### src/rtl/gcd_controller_if.sv
// Host-side start/busy/done handshake bundle for gcd_controller.
interface gcd_controller_if #(
    parameter int WIDTH = 10
);
    logic             start;
    logic [WIDTH-1:0] a_in;
    logic [WIDTH-1:0] b_in;
    logic             busy;
    logic             done;
    logic             err;
    logic [WIDTH-1:0] gcd_out;

    modport master (output start, a_in, b_in, input busy, done, err, gcd_out);
    modport slave  (input start, a_in, b_in, output busy, done, err, gcd_out);
endinterface

### src/rtl/gcd_controller.sv
// Sequencing FSM for a subtractive GCD datapath with zero rejection and an iteration limit.
// Optional iteration-count output enabled by defining GCD_ITER_COUNT_EN.
module gcd_controller #(
    parameter int WIDTH    = 10,
    parameter int MAX_ITER = 1023,
    localparam int ITER_W  = $clog2(MAX_ITER + 1)
) (
    input  logic             clk,
    input  logic             rst_n,
    gcd_controller_if.slave  host,
    output logic [WIDTH-1:0] dp_a,
    output logic [WIDTH-1:0] dp_b,
    output logic             load_ab,
    output logic [1:0]       minus_sel,
    output logic             finished,
    input  logic [1:0]       who_greater,
    input  logic [WIDTH-1:0] result_in
`ifdef GCD_ITER_COUNT_EN
    ,
    output logic [ITER_W-1:0] iter_count
`endif
);

    typedef enum logic [3:0] {
        S_IDLE   = 4'd0,
        S_ZERO   = 4'd1,
        S_LOAD   = 4'd2,
        S_SETTLE = 4'd3,
        S_CMP    = 4'd4,
        S_SUB_A  = 4'd5,
        S_SUB_B  = 4'd6,
        S_FINISH = 4'd7,
        S_DONE   = 4'd8,
        S_ABORT  = 4'd9
    } state_t;

    localparam logic [ITER_W-1:0] ITER_MAX = ITER_W'(MAX_ITER);

    state_t            state_r;
    state_t            next_s;
    logic [ITER_W-1:0] iter_r;
    logic [WIDTH-1:0]  dp_a_r;
    logic [WIDTH-1:0]  dp_b_r;
    logic              done_r;
    logic              err_r;
    logic [WIDTH-1:0]  gcd_r;
    logic              busy_s;
    logic              load_ab_s;
    logic [1:0]        minus_sel_s;
    logic              finished_s;
    logic              accept_s;
    logic              zero_op_s;

    assign accept_s  = (state_r == S_IDLE) && host.start;
    assign zero_op_s = (host.a_in == {WIDTH{1'b0}}) || (host.b_in == {WIDTH{1'b0}});

    // State register
    always_ff @(posedge clk or negedge rst_n) begin
        if (!rst_n) begin
            state_r <= S_IDLE;
        end else begin
            state_r <= next_s;
        end
    end

    // Next-state decode
    always_comb begin
        next_s = state_r;
        case (state_r)
            S_IDLE: begin
                if (host.start) begin
                    if (zero_op_s) begin
                        next_s = S_ZERO;
                    end else begin
                        next_s = S_LOAD;
                    end
                end else begin
                    next_s = S_IDLE;
                end
            end
            S_ZERO:   next_s = S_IDLE;
            S_LOAD:   next_s = S_SETTLE;
            S_SETTLE: next_s = S_CMP;
            S_CMP: begin
                case (who_greater)
                    2'd0:    next_s = S_FINISH;
                    2'd1:    next_s = (iter_r == ITER_MAX) ? S_ABORT : S_SUB_A;
                    2'd2:    next_s = (iter_r == ITER_MAX) ? S_ABORT : S_SUB_B;
                    default: next_s = S_ABORT;
                endcase
            end
            S_SUB_A:  next_s = S_SETTLE;
            S_SUB_B:  next_s = S_SETTLE;
            S_FINISH: next_s = S_DONE;
            S_DONE:   next_s = S_IDLE;
            S_ABORT:  next_s = S_IDLE;
            default:  next_s = S_IDLE;
        endcase
    end

    // Moore datapath controls decoded from the state register
    always_comb begin
        busy_s      = (state_r != S_IDLE);
        load_ab_s   = 1'b0;
        minus_sel_s = 2'd0;
        finished_s  = 1'b0;
        case (state_r)
            S_LOAD:   load_ab_s   = 1'b1;
            S_SUB_A:  minus_sel_s = 2'd1;
            S_SUB_B:  minus_sel_s = 2'd2;
            S_FINISH: finished_s  = 1'b1;
            default: begin
                load_ab_s   = 1'b0;
                minus_sel_s = 2'd0;
                finished_s  = 1'b0;
            end
        endcase
    end

    // Operand latch and subtraction counter; operands only change on an accepted start
    always_ff @(posedge clk or negedge rst_n) begin
        if (!rst_n) begin
            dp_a_r <= {WIDTH{1'b0}};
            dp_b_r <= {WIDTH{1'b0}};
            iter_r <= {ITER_W{1'b0}};
        end else if (accept_s) begin
            dp_a_r <= host.a_in;
            dp_b_r <= host.b_in;
            iter_r <= {ITER_W{1'b0}};
        end else if (next_s == S_SUB_A || next_s == S_SUB_B) begin
            iter_r <= iter_r + ITER_W'(1);
        end
    end

    // Registered completion status; gcd_out/err hold until the next completion
    always_ff @(posedge clk or negedge rst_n) begin
        if (!rst_n) begin
            done_r <= 1'b0;
            err_r  <= 1'b0;
            gcd_r  <= {WIDTH{1'b0}};
        end else begin
            done_r <= 1'b0;
            case (state_r)
                S_ZERO, S_ABORT: begin
                    done_r <= 1'b1;
                    err_r  <= 1'b1;
                    gcd_r  <= {WIDTH{1'b0}};
                end
                S_DONE: begin
                    done_r <= 1'b1;
                    err_r  <= 1'b0;
                    gcd_r  <= result_in;
                end
                default: begin
                    err_r <= err_r;
                    gcd_r <= gcd_r;
                end
            endcase
        end
    end

`ifdef GCD_ITER_COUNT_EN
    logic [ITER_W-1:0] iter_count_r;

    // Subtraction count published alongside done
    always_ff @(posedge clk or negedge rst_n) begin
        if (!rst_n) begin
            iter_count_r <= {ITER_W{1'b0}};
        end else begin
            case (state_r)
                S_ZERO:          iter_count_r <= {ITER_W{1'b0}};
                S_DONE, S_ABORT: iter_count_r <= iter_r;
                default:         iter_count_r <= iter_count_r;
            endcase
        end
    end

    assign iter_count = iter_count_r;
`endif

    assign host.busy    = busy_s;
    assign host.done    = done_r;
    assign host.err     = err_r;
    assign host.gcd_out = gcd_r;
    assign dp_a         = dp_a_r;
    assign dp_b         = dp_b_r;
    assign load_ab      = load_ab_s;
    assign minus_sel    = minus_sel_s;
    assign finished     = finished_s;

endmodule

### src/flat_wrapper.sv
// flat-port wrapper written by rule: the top's interface ports become plain ports
module gcd_controller_flat 
#(
    parameter int WIDTH    = 10,
    parameter int MAX_ITER = 1023,
    localparam int ITER_W  = $clog2(MAX_ITER + 1)
)
  (clk, rst_n, dp_a, dp_b, load_ab, minus_sel, finished, who_greater, result_in, host_start, host_a_in, host_b_in, host_busy, host_done, host_err, host_gcd_out);
  gcd_controller_if #(.WIDTH(WIDTH)) host_i ();
  input  logic clk;
  input  logic rst_n;
  output logic [WIDTH-1:0] dp_a;
  output logic [WIDTH-1:0] dp_b;
  output logic load_ab;
  output logic [1:0] minus_sel;
  output logic finished;
  input  logic [1:0] who_greater;
  input  logic [WIDTH-1:0] result_in;
  input wire logic [$bits(host_i.start)-1:0] host_start;
  input wire logic [$bits(host_i.a_in)-1:0] host_a_in;
  input wire logic [$bits(host_i.b_in)-1:0] host_b_in;
  output wire logic [$bits(host_i.busy)-1:0] host_busy;
  output wire logic [$bits(host_i.done)-1:0] host_done;
  output wire logic [$bits(host_i.err)-1:0] host_err;
  output wire logic [$bits(host_i.gcd_out)-1:0] host_gcd_out;
  assign host_i.start = host_start;
  assign host_i.a_in = host_a_in;
  assign host_i.b_in = host_b_in;
  assign host_busy = host_i.busy;
  assign host_done = host_i.done;
  assign host_err = host_i.err;
  assign host_gcd_out = host_i.gcd_out;
  gcd_controller #(.WIDTH(WIDTH), .MAX_ITER(MAX_ITER)) u_core (.clk(clk), .rst_n(rst_n), .host(host_i), .dp_a(dp_a), .dp_b(dp_b), .load_ab(load_ab), .minus_sel(minus_sel), .finished(finished), .who_greater(who_greater), .result_in(result_in));
endmodule
### config.mk
export PLATFORM = sky130hd
export DESIGN_NAME = gcd_controller_flat
export DESIGN_NICKNAME = d
export VERILOG_FILES = /design/src/rtl/gcd_controller_if.sv /design/src/rtl/gcd_controller.sv /design/src/flat_wrapper.sv
export SDC_FILE = /design/constraint.sdc
export NUM_CORES = 1
export LEC_CHECK = 0
export CAP_MARGIN = 20
export CORE_UTILIZATION = 45
export DETAILED_ROUTE_END_ITERATION = 12
export GPL_ROUTABILITY_DRIVEN = 0
export PLACE_DENSITY = 0.84
export SLEW_MARGIN = 25
export SYNTH_ARGS = -nofsm -noshare
export SYNTH_HDL_FRONTEND = slang
export SYNTH_SLANG_ARGS = --single-unit
### constraint.sdc
create_clock -name clk -period 2.2 [get_ports clk]
set_input_delay 0.44 -clock clk [delete_from_list [all_inputs] [get_ports clk]]
set_output_delay 0.44 -clock clk [all_outputs]
set_load 0.05 [all_outputs]
### Word-level counts from Yosys, hierarchy flattened

Index checks and enable logic that the tools add are counted.

| operators by class | value |
|---|---|
| $add $sub $neg | 1 |
| equal/unequal tests | 14 |
| mux-type cells | 14 |
| reductions and logical operators | 13 |

Operators by type and width:

| kind | number |
|---|---|
| == test 4 x 3 -> 1 bit, second input constant | 6 |
| zero test 10 bit | 2 |
| 2-to-1 mux 10 bit | 2 |
| one-hot mux 10 bit (2 select lines) | 1 |
| one-hot mux 4 bit (5 select lines) | 1 |
| one-hot mux 4 bit (3 select lines) | 1 |
| adder 10 x 1 -> 10 bit, second input constant | 1 |
| == test 10 bit, second input constant | 1 |
| == test 4 x 2 -> 1 bit, second input constant | 2 |
| == test 4 bit, second input constant | 2 |
| 2-to-1 mux 4 bit | 2 |
| OR reduction 3 bit | 2 |
| == test 4 x 1 -> 1 bit, second input constant | 1 |
| zero test 4 bit | 1 |
| 2-to-1 mux 2 bit | 2 |
| one-hot mux 2 bit (2 select lines) | 1 |
| nonzero test 2 bit | 2 |
| nonzero test 4 bit | 1 |
| 2-to-1 mux 1 bit | 3 |
| == test 2 x 1 -> 1 bit, second input constant | 1 |
| == test 2 bit, second input constant | 1 |
| zero test 2 bit | 1 |
| logical OR 1 bit | 2 |
| one-hot mux 1 bit (2 select lines) | 1 |
| other kinds (2) | 2 |

| storage, ports and cells | value |
|---|---|
| flip-flop bits (word level) | 46 |
| output and inout port bits | 37 |
| logic and storage cells | 49 |

### Longest topological paths before layout

| depth | value |
|---|---|
| depth after elaboration | 9 |
| gate-level depth with buffers | 7 |
| gate-level depth less buffers | 6 |

### Least setup slack after synthesis

Ideal clock, no wire load.

| timing path | value |
|---|---|
| path kind | register to output |
| from | reg u_core.state_r[3] |
| to | out minus_sel[0] |
| arrival | 1.804 ns |
| data required time | 1.760 ns |
| setup slack | -0.044 ns |
| stages on the path, launching flop included | 3 |
| path buffers | 0 |
| cells stage by stage | dfrtp_1 > nand2b_2 > nor3b_1 |

| between the ends | value |
|---|---|
| cells in the longest elaborated chain, start to end | 2 |

RTL lines:

| item | RTL line | source |
|---|---|---|
| start: declaration | gcd_controller.sv:39 | `state_t state_r;` |
| start signal: assignment | gcd_controller.sv:62 | `state_r <= next_s;` |
| == test 4 x 3 -> 1 bit | gcd_controller.sv:107 | `case (state_r)` |
| one-hot mux 2 bit (2 select lines) (*) | gcd_controller.sv:107 |  |
| end: declaration | flat_wrapper.sv:15 | `output logic [1:0] minus_sel;` |

Every way passes the cells marked *; elsewhere a longest branch is shown, timed or not.

### Final worst setup path

| timing path | value |
|---|---|
| from | in host_a_in[7] |
| to | reg u_core.state_r[1] |

| between the ends | value |
|---|---|
| cells in the longest elaborated chain, start to end | 5 |

RTL lines:

| item | RTL line | source |
|---|---|---|
| start: declaration | flat_wrapper.sv:20 | `input wire logic [$bits(host_i.a_in)-1:0] host_a_in;` |
| zero test 10 bit | gcd_controller.sv:55 | `assign zero_op_s = (host.a_in == {WIDTH{1'b0}}) \|\| (host.b_in == {WIDTH{1'b0}});` |
| logical OR 1 bit | gcd_controller.sv:55 |  |
| 2-to-1 mux 2 bit | gcd_controller.sv:72 | `if (zero_op_s) begin` |
| 2-to-1 mux 2 bit | gcd_controller.sv:71 | `if (host.start) begin` |
| one-hot mux 4 bit (5 select lines) | gcd_controller.sv:69 | `case (state_r)` |
| net u_core.next_s[1] | gcd_controller.sv:40 | `state_t next_s;` |

The timed path passes the listed nets, and every way through them passes these cells.
A chain may end at the register's enable or synchronous reset.

==> impl_results.md <==
- Run status: completed
- Worst slew pin tran: about 780 ps
- Fmax: 489 MHz
- CP Capture Type: register
- First-pass iteration count of the detailed router: 4
- Layout cells sized above 1: about a tenth
- Wirelength, routed: 4750 um
- DR iter-0 viols: 89
- Synthesized area: 2060 um2
- Core area: between 4000 and 5000 um2
- CP Launch Point: host_a_in[7]
- Tmin final: 2050 ps
- Clock Latency Late Sink: a little under 300 ps
- Net Count, Synth: 250
- Worst reg2reg path startpoint: u_core.state_r[3]
- Finished Layout Cells: 348
- Die span in x: between 60 and 70 um
- Antenna violations before repair: 0
- CP max FO: 2
- Setup Viol. Count Final: 0
- Top delay family on crit path: simple AND/OR/NAND/NOR gates
- Max-slew violations: 0
- Dpl cells: between 300 and 400
- DRC: 0
- Cts bufs inserted: 5
- Final Cell Area: about 3000 um2
- Period utilization: a little over 90%
- Vias: roughly 1.8k
- Clk slew on worst S/H paths: about 80 ps
- DR WL met2: about 2300 um
- Max_cap viols: 0
- Hold crit path type: in2async
- Ys async rst share: between 90% and 100%
- Fin Setup TNS: 0 ps
- Cell Rows: 24
- Worst-path cell chain: clkdlybuf4s50_1 -> or4_1 -> o41ai_1 -> nor2_1 -> or3_1
- Initial Util: a little under half
- # Post-CTS Setup Buffers: 0
- Hold Fails Final Rpt: 0
- Cell Area, Placed: ~2900 um2
- Clk sinks: 46
- Power Density: 1400 nW/um2
- DP Wirelength: between 3000 and 4000 um
- VDD IR max: about 870 uV
- DR top layer: met4
- CTS tree: done
- Slew HR: 48.1%
- Clock Skews: 2.59 ps
- Vias/cell: between 5 and 6
- Syn Inst Count: between 200 and 250
- Register bit total from synthesis: between 40 and 50
- Root buf cell: clkbuf_8
- Filler cell count: roughly 320
- Slowest stage delay, CP: between 500 and 600 ps
- Startpoint class of the critical path: primary input
- Number of synthesized flops with an enable pin: 0
- CTS max path bufs: 2
- GR Util All Layers: between 20% and 30%
- Synth Flop Type: dfrtp_1
- YS warnings: 0
- Synthesized area per cell: a little under 10 um2
- Layout area overhead: 45.9%
- Pleak: about 0.0014 uW
- Ports: 72
- Critical path type: in2reg
- Crit path buf inv count: 1
- Seq/Total Area, Yosys: between 50% and 60%
- Diodes inserted: 0
- Hold-fix buffers, CTS: 0
- Req. time, crit path: 2370 ps
- Met3 WL: 230 um
- # resized after CTS: 0
- Wire length per cell: 13.6 um
- H-tree levels: 2
- Wl on met1: roughly 2200 um
- Unrepaired setup endpoints after global routing: no
- Routed Antenna Nets: 0
- Die Ht: ~70 um
- Nets@finish: around 330
- Port Buffers: between 70 and 80
- Critical Path AT: about 2200 ps
- Full die area: between 4000 and 5000 um2
- Number of global-route vias before repair: 1717
- First-pass GRT wire length: 8000 um
- Worst path slowest cell: or4_1
- Largest net degree at the start of global routing: 38
- Grt ovf: 0
- Synth cell types: 38
worst reg2reg max path: cells and delay by family, from the launching register on:
kind | cells | cell delay [ps]
DFF | 1 | 460
AOI/OAI and AO/OA | 1 | 170
muxes | 1 | 140
and+or+nand+nor | 3 | 1140
registers in the layout, indices dropped and copies added (netlist names):
name                 cells
u_core.host.err          1
u_core.dp_b             10
u_core.dp_a             10
u_core.host.gcd_out     10
u_core.host.done         1
u_core.iter_r           10
u_core.state_r           4
through the flow:
| stage | setup WS [ps] | utilization [%] | power, uW | hold slack, ps |
|---|---|---|---|---|
| 2_1_floorplan | 61.7 | - | 2840 | 144 |
| 3_3_place_gp | -80.9 | 66.3 | 3650 | 457 |
| 3_5_place_dp | -129 | 66.3 | 3690 | 461 |
| 4_1_cts | 163 | 68.4 | 4220 | 244 |
| 5_1_grt | 24.7 | 68.4 | 4420 | 295 |
| 6_report | 155 | 68.4 | 4190 | 218 |
report_power, final:
group | internal, uW | switching, uW
Clock | 252 | 268
Sequential | 1130 | 218
Combinational | 814 | 1500
cell type report:
class | count | area [um2] | share of cell area [%]
multi-input combinational | 156 | 857 | 28.6
clock inverter | 2 | 12.5 | 0.417
tap | 52 | 65.1 | 2.17
timing repair buffer | 83 | 821 | 27.4
sequential | 46 | 1150 | 38.4
inverter | 3 | 11.3 | 0.375
clock buffer | 6 | 82.6 | 2.75
cells in the final DEF (no fill, tap or decap), types with 2 or more instances in the layout:
cell	n
clkdlybuf4s50_1	65
clkbuf_8	6
nor2b_1	2
a21o_1	2
nand2b_1	5
inv_1	3
mux2i_1	4
nand2_1	73
a21oi_1	5
nor2_1	11
a22o_1	11
buf_12	3
nor4_1	4
o21a_1	2
dfrtp_1	46
buf_4	14
nand4_1	3
nand3_1	6
o32ai_1	2
or3_1	2
nor3_1	3
or4_1	3
cells by family after synthesis:
kind of cell / after synthesis / synth area share, %
simple gates: 120 / 27.3
flops: 46 / 56.0
compound gates: 29 / 10.7
buf+inv: 12 / 2.62
mux: 4 / 1.95
fa+ha+maj: 2 / 1.09
xor+xnor: 1 / 0.426
worst paths after layout:
kind / endpoint / slack (ps) / cells past startpoint
max in group asynchronous: u_core.iter_r[8] / 1380 / 2
min reg2reg: u_core.dp_a[4] / 480 / 2
max: u_core.state_r[1] / 150 / 5
min in group clk: u_core.dp_a[4] / 480 / 2
max reg2reg: u_core.iter_r[7] / 180 / 5
min: u_core.host.done / 220 / 1
layer usage:
| metal | vias up | track usage (%) |
|---|---|---|
| met4 | 0 | 5.33 |
| met5 | - | 0 |
| met3 | 2 | 4.36 |
| met2 | 48 | 33.4 |
| li1 | 894 | - |
| met1 | 860 | 28.7 |
cells in the mapped netlist, drive strengths merged, types with 2 or more instances:
cell    count  area share, %
o21ai       2           0.49
a22o       11            4.7
or3         3            1.2
buf         2           0.79
nor2b       2           0.61
nor3        3           0.73
o32ai       2           0.85
dfrtp      46             56
mux2i       4            1.9
a21oi       5            1.2
nand4       3           0.91
nor4        5            1.8
a21o        2           0.73
inv         3           0.55
nor2       11            2.0
or4         3            1.1
nand2      73             13
o21a        2           0.73
nand2b      6            1.9
clkbuf      7            1.3
nand3       6            1.5
(Power assumes the default switching activity.)
